--- src/rtl/fb_pkg.sv ---
// Shared types and defaults for the frame-buffer sequencing slice.
package fb_pkg;

  localparam int unsigned H_RES_DEFAULT = 640;
  localparam int unsigned V_RES_DEFAULT = 480;
  localparam int unsigned COORD_W       = 10;

  typedef logic [COORD_W-1:0] fb_coord_t;

  typedef enum logic [2:0] {
    CLEAR,
    DRAW,
    DRAIN,
    DONE
  } fseq_state_t;

  // Saturating increment for the missed-frame counter.
  function automatic logic [15:0] sat_inc16(input logic [15:0] v);
    return (v == 16'hFFFF) ? v : v + 16'd1;
  endfunction

endpackage

--- src/rtl/fb_clear_scanner.sv ---
// Raster-order x/y counter used to sweep the back buffer during CLEAR.
// x/y is the coordinate currently being driven; x_next/y_next is the one after it.
module fb_clear_scanner
  import fb_pkg::*;
#(
  parameter int unsigned H_RES = H_RES_DEFAULT,
  parameter int unsigned V_RES = V_RES_DEFAULT
) (
  input  logic      Clk,
  input  logic      Reset,
  input  logic      start,
  input  logic      advance,
  output fb_coord_t x,
  output fb_coord_t y,
  output fb_coord_t x_next,
  output fb_coord_t y_next,
  output logic      last
);

  localparam fb_coord_t XMax = fb_coord_t'(H_RES - 1);
  localparam fb_coord_t YMax = fb_coord_t'(V_RES - 1);

  fb_coord_t x_q, y_q;

  // Next raster position and end-of-scan flag.
  always_comb begin
    last   = (x_q == XMax) && (y_q == YMax);
    x_next = x_q + fb_coord_t'(1);
    y_next = y_q;
    if (x_q == XMax) begin
      x_next = '0;
      y_next = (y_q == YMax) ? '0 : y_q + fb_coord_t'(1);
    end
  end

  // Counter state: start (swap) rewinds to the origin.
  always_ff @(posedge Clk) begin
    if (Reset || start) begin
      x_q <= '0;
      y_q <= '0;
    end else if (advance) begin
      x_q <= x_next;
      y_q <= y_next;
    end
  end

  assign x = x_q;
  assign y = y_q;

endmodule

--- src/rtl/frame_sequencer.sv ---
// Sequences the back buffer of the ping-pong frame buffer: clear, rasterizer draw,
// drain of the last data beat, then hold frame_done until a swap on frame_clk.
module frame_sequencer
  import fb_pkg::*;
#(
  parameter int unsigned H_RES     = H_RES_DEFAULT,
  parameter int unsigned V_RES     = V_RES_DEFAULT,
  parameter logic        CLEAR_VAL = 1'b0
) (
  input  logic        Clk,
  input  logic        Reset,
  input  logic        frame_clk_rising_edge,
  input  logic        px_valid,
  output logic        px_ready,
  input  fb_coord_t   px_x,
  input  fb_coord_t   px_y,
  input  logic        px_data,
  input  logic        render_done,
  output logic        frame_start,
  output fb_coord_t   DrawX,
  output fb_coord_t   DrawY,
  output logic        draw_data,
  output logic        frame_done,
  output logic [15:0] missed_frames
);

  fseq_state_t state_q;
  fb_coord_t   draw_x_q, draw_y_q;
  logic        draw_data_q;
  logic        pend_q, pend_data_q;
  logic        px_ready_q, frame_start_q, frame_done_q;
  logic        drain_cnt_q;
  logic [15:0] missed_q;

  fb_coord_t scan_x, scan_y, scan_x_next, scan_y_next;
  logic      scan_last, scan_start, scan_advance;
  logic      accept, in_range, swap;

  // Handshake, range and swap decode.
  always_comb begin
    accept       = px_valid && px_ready_q;
    in_range     = (32'(px_x) < H_RES) && (32'(px_y) < V_RES);
    swap         = (state_q == DONE) && frame_clk_rising_edge;
    scan_start   = swap;
    scan_advance = (state_q == CLEAR) && !scan_last;
  end

  fb_clear_scanner #(
    .H_RES(H_RES),
    .V_RES(V_RES)
  ) u_scanner (
    .Clk    (Clk),
    .Reset  (Reset),
    .start  (scan_start),
    .advance(scan_advance),
    .x      (scan_x),
    .y      (scan_y),
    .x_next (scan_x_next),
    .y_next (scan_y_next),
    .last   (scan_last)
  );

  // Main FSM with registered write port, handshake and status outputs.
  always_ff @(posedge Clk) begin
    if (Reset) begin
      state_q       <= CLEAR;
      draw_x_q      <= '0;
      draw_y_q      <= '0;
      draw_data_q   <= CLEAR_VAL;
      pend_q        <= 1'b0;
      pend_data_q   <= 1'b0;
      px_ready_q    <= 1'b0;
      frame_start_q <= 1'b0;
      frame_done_q  <= 1'b0;
      drain_cnt_q   <= 1'b0;
      missed_q      <= '0;
    end else begin
      frame_start_q <= 1'b0;
      pend_q        <= 1'b0;
      // Data trails its address by one cycle; otherwise hold and rewrite.
      if (pend_q) draw_data_q <= pend_data_q;
      if (frame_clk_rising_edge && (state_q != DONE)) missed_q <= sat_inc16(missed_q);
      case (state_q)
        CLEAR: begin
          draw_data_q <= CLEAR_VAL;
          if (scan_last) begin
            state_q       <= DRAW;
            frame_start_q <= 1'b1;
            px_ready_q    <= 1'b1;
          end else begin
            draw_x_q <= scan_x_next;
            draw_y_q <= scan_y_next;
          end
        end
        DRAW: begin
          if (accept && in_range) begin
            draw_x_q    <= px_x;
            draw_y_q    <= px_y;
            pend_q      <= 1'b1;
            pend_data_q <= px_data;
          end
          // render_done coinciding with frame_start belongs to no frame yet.
          if (render_done && !frame_start_q) begin
            state_q     <= DRAIN;
            px_ready_q  <= 1'b0;
            drain_cnt_q <= 1'b0;
          end
        end
        DRAIN: begin
          drain_cnt_q <= 1'b1;
          if (drain_cnt_q) begin
            state_q      <= DONE;
            frame_done_q <= 1'b1;
          end
        end
        DONE: begin
          if (frame_clk_rising_edge) begin
            state_q      <= CLEAR;
            frame_done_q <= 1'b0;
            draw_x_q     <= '0;
            draw_y_q     <= '0;
          end
        end
        default: state_q <= CLEAR;
      endcase
    end
  end

  assign px_ready      = px_ready_q;
  assign frame_start   = frame_start_q;
  assign DrawX         = draw_x_q;
  assign DrawY         = draw_y_q;
  assign draw_data     = draw_data_q;
  assign frame_done    = frame_done_q;
  assign missed_frames = missed_q;

  logic unused_scan;
  assign unused_scan = ^{scan_x, scan_y};

endmodule
--- config.mk ---
export PLATFORM = sky130hd
export DESIGN_NAME = frame_sequencer
export DESIGN_NICKNAME = d
export VERILOG_FILES = /design/src/rtl/fb_pkg.sv /design/src/rtl/fb_clear_scanner.sv /design/src/rtl/frame_sequencer.sv
export SDC_FILE = /design/constraint.sdc
export NUM_CORES = 1
export LEC_CHECK = 0
export CORE_MARGIN = 4
export CORE_UTILIZATION = 50
export DETAILED_ROUTE_END_ITERATION = 12
export PLACE_DENSITY = 0.83
export SLEW_MARGIN = 5
export SYNTH_ARGS = -nofsm -noshare
export SYNTH_HDL_FRONTEND = slang
export SYNTH_SLANG_ARGS = --single-unit
--- constraint.sdc ---
create_clock -name Clk -period 6.65 [get_ports Clk]
set_input_delay 1.33 -clock Clk [delete_from_list [all_inputs] [get_ports Clk]]
set_output_delay 1.33 -clock Clk [all_outputs]
set_load 0.01 [all_outputs]
==> results.tsv <==
metric	value	unit
outcome	finished clean	
grt-busiest-layer	met2	
ff2ff_setup_slack	3.43	ns
synth_area_leaders	dfxtp_1, nor2_1, xnor2_1	
grt_pass1_wl	14.9	mm
core-area	7210	µm²
grt_max_degree	52	
ant_nets	0	
min_period_over_period	48.4	%
postCtsResizedCells	0	
post-route-cell-area	4460	µm²
die_w	93.8	µm
holdWs	0.502	ns
r2r_cells	8	
setup_tns	0	ns
hp-class	reg2reg	
worstMarginPinSlew	1.11	ns
drv_slew	0	
cts_setup_buffers	0	
vdd_drop_max	0.000170	V
cp.arrival	3.40	ns
cts_root_buffer	clkbuf_8	
syn_nets	461	
max_freq	310	MHz
finalHoldViolations	0	
max_cap_violations	0	
place_area	4280	µm²
synth_top_area_share	35.4	%
grtUsageMet1	26.1	%
clk_latency	0.34	ns
grt_pass1_vias	3182	
post-route-min-period	3.22	ns
setup_ws	3.43	ns
synth_area_leader_cell	dfxtp_1	
die-area	8790	µm²
rsz0062_at_grt	no	
p_comb_share	19.8	%
clk_pin_slew	0.08	ns
ios	66	
grt.met2_usage	35.7	%
path_class	reg2reg	
synth_area	3680	µm²
diodes	0	
drt_wl_total	9.21	mm
setup.worst_path.start_class	flip-flop	
slew_headroom	25.4	%
worst-path-max-fanout	33	
r2r_start	state_q[0]$_SDFFE_PP0P_	
ys_warn_count	0	
gp_congestion	0.907	
numCtsBuffers	9	
wl_per_cell	15.8	µm
htreeDepth	3	
cp-end-kind	flip-flop	
postLayoutCoreUtil	61.8	%
r2r-end	DrawY[1]$_SDFFE_PP0P_	
drtIter0Drc	275	
clock-sinks	65	
synthArstFlopShare	0	%
synth_cell_types	61	
overflow	0	
drcViolationCount	0	
drive_gt1_share	10.3	%
synth_edf_count	0	
worstPathRequired	6.83	ns
antenna_found_initial	0	
p_per_area	202	nW/µm²
dr.pass1.iters	6	
numPortBuffers	65	
syn_inst	427	
ys.flop_type	dfxtp_1	
syn_avg_cell_area	8.61	µm²
sw_frac_of_total	30.2	%
rows	31	
cellLeakagePower	1.59	nW
critPathLaunch	state_q[0]$_SDFFE_PP0P_	
intPower	630	µW
met3_usage	4.49	%
pwr-share-seq	47.6	%
viasPerCell	5.90	
synth_seq_cells	65	
setup_violations	0	
vias	3439	
area_growth	21.1	%
dp_hpwl	6.56	mm
final.setup_skew	0.0101	ns
dieHeight	93.8	µm
p_sw	272	µW
cts.path.max_buffers	2	
endpoint	DrawY[1]$_SDFFE_PP0P_	
seq_area_frac_synth	35.4	%
fin_nets	513	
cts_tree	built	
start_util	51.0	%
pre_cts_slack	3.10	ns
ctsHoldBuffers	0	
p_clk_share	32.6	%
grt_usage	21.4	%
## cells in the final DEF (no fill, tap or decap), types with 10 or more instances in the layout
cell type | synthesis | layout
nand2_1 | 30 | 30
nor2_1 | 67 | 67
nor4_1 | 10 | 10
dfxtp_1 | 65 | 65
a211oi_2 | 10 | 10
nor3_1 | 19 | 18
clkdlybuf4s50_1 | 0 | 64
nand4_1 | 11 | 11
xor2_1 | 16 | 16
nand3_1 | 18 | 18
a21oi_1 | 19 | 19
xnor2_1 | 16 | 16
## how the worst min path moves through the flow
stage	end	cells past startpoint	startpoint	slack (ns)
after CTS	DrawY[9]$_SDFFE_PP0P_	2	DrawY[9]$_SDFFE_PP0P_	0.51
final	DrawY[9]$_SDFFE_PP0P_	2	DrawY[9]$_SDFFE_PP0P_	0.50
after detailed placement	pend_data_q$_SDFFE_PP0P_	2	pend_data_q$_SDFFE_PP0P_	0.49
after global placement	frame_done$_SDFFE_PP0P_	2	frame_done$_SDFFE_PP0P_	0.47
after global routing	DrawY[9]$_SDFFE_PP0P_	2	DrawY[9]$_SDFFE_PP0P_	0.52
after floorplan	pend_data_q$_SDFFE_PP0P_	2	pend_data_q$_SDFFE_PP0P_	0.46
## registers in the layout (all words and copies together) (netlist names), 2 cells and up
name	count
DrawX	10
u_scanner.y	10
DrawY	10
state_q	2
u_scanner.x	10
missed_frames	16
## critical path: stages, from the launching register on
cell      delay, ns
dfxtp_1        0.35
inv_1          0.11
ha_1           0.56
clkinv_1       0.60
nor4_4         0.71
a211oi_4       0.18
buf_4          0.30
nor2_1         0.16
a211oi_2       0.06
## cells by family after synthesis
kind of cell,Yosys count,synth area share (%)
simple gates,197,28.7
mux,9,2.52
buf+inv,36,6.02
compound gates,80,17.0
fa+ha+maj,8,2.72
flops,65,35.4
xor+xnor,32,7.62
## cells in the mapped netlist (all sizes together) (8+ instances only)
library cell and number:
a211oi 15, a21oi 19, a22oi 8, and3 9, buf 15, clkbuf 10
dfxtp 65, ha 8, inv 9, nand2 30, nand3 18, nand4 12
nor2 67, nor3 21, nor4 13, o21ai 10, xnor2 16, xor2 16
## final cells by class
cell class	instances	area, µm²
Clock buffer	9	124
Fill cell	641	2760
Tap cell	99	124
Clock inverter	7	47.5
Sequential cell	65	1300
Timing Repair Buffer	67	661
Multi-Input combinational cell	326	2160
Inverter	10	37.5
## power groups by stage
stage,sequential [mW],clock (mW),combinational (mW)
after floorplan,0.443,0,0.108
after global placement,0.438,0,0.173
after detailed placement,0.438,0,0.178
after CTS,0.429,0.298,0.179
after global routing,0.432,0.314,0.196
final,0.430,0.294,0.179
## routing by layer
metal	share of wire, %	up-vias	routed length (µm)
met5	0	-	0
met4	2.5	0	233
met3	6.1	25	565
met2	50	122	4580
met1	42	1635	3830
li1	-	1657	-
## per-stage QoR
step                total power, mW  instances
floorplan                     0.551        427
global placement              0.611        567
detailed placement            0.616        567
CTS                           0.907        583
global route                  0.942        583
finish                        0.902        583
Note: power is estimated with default switching activity, not from simulation.
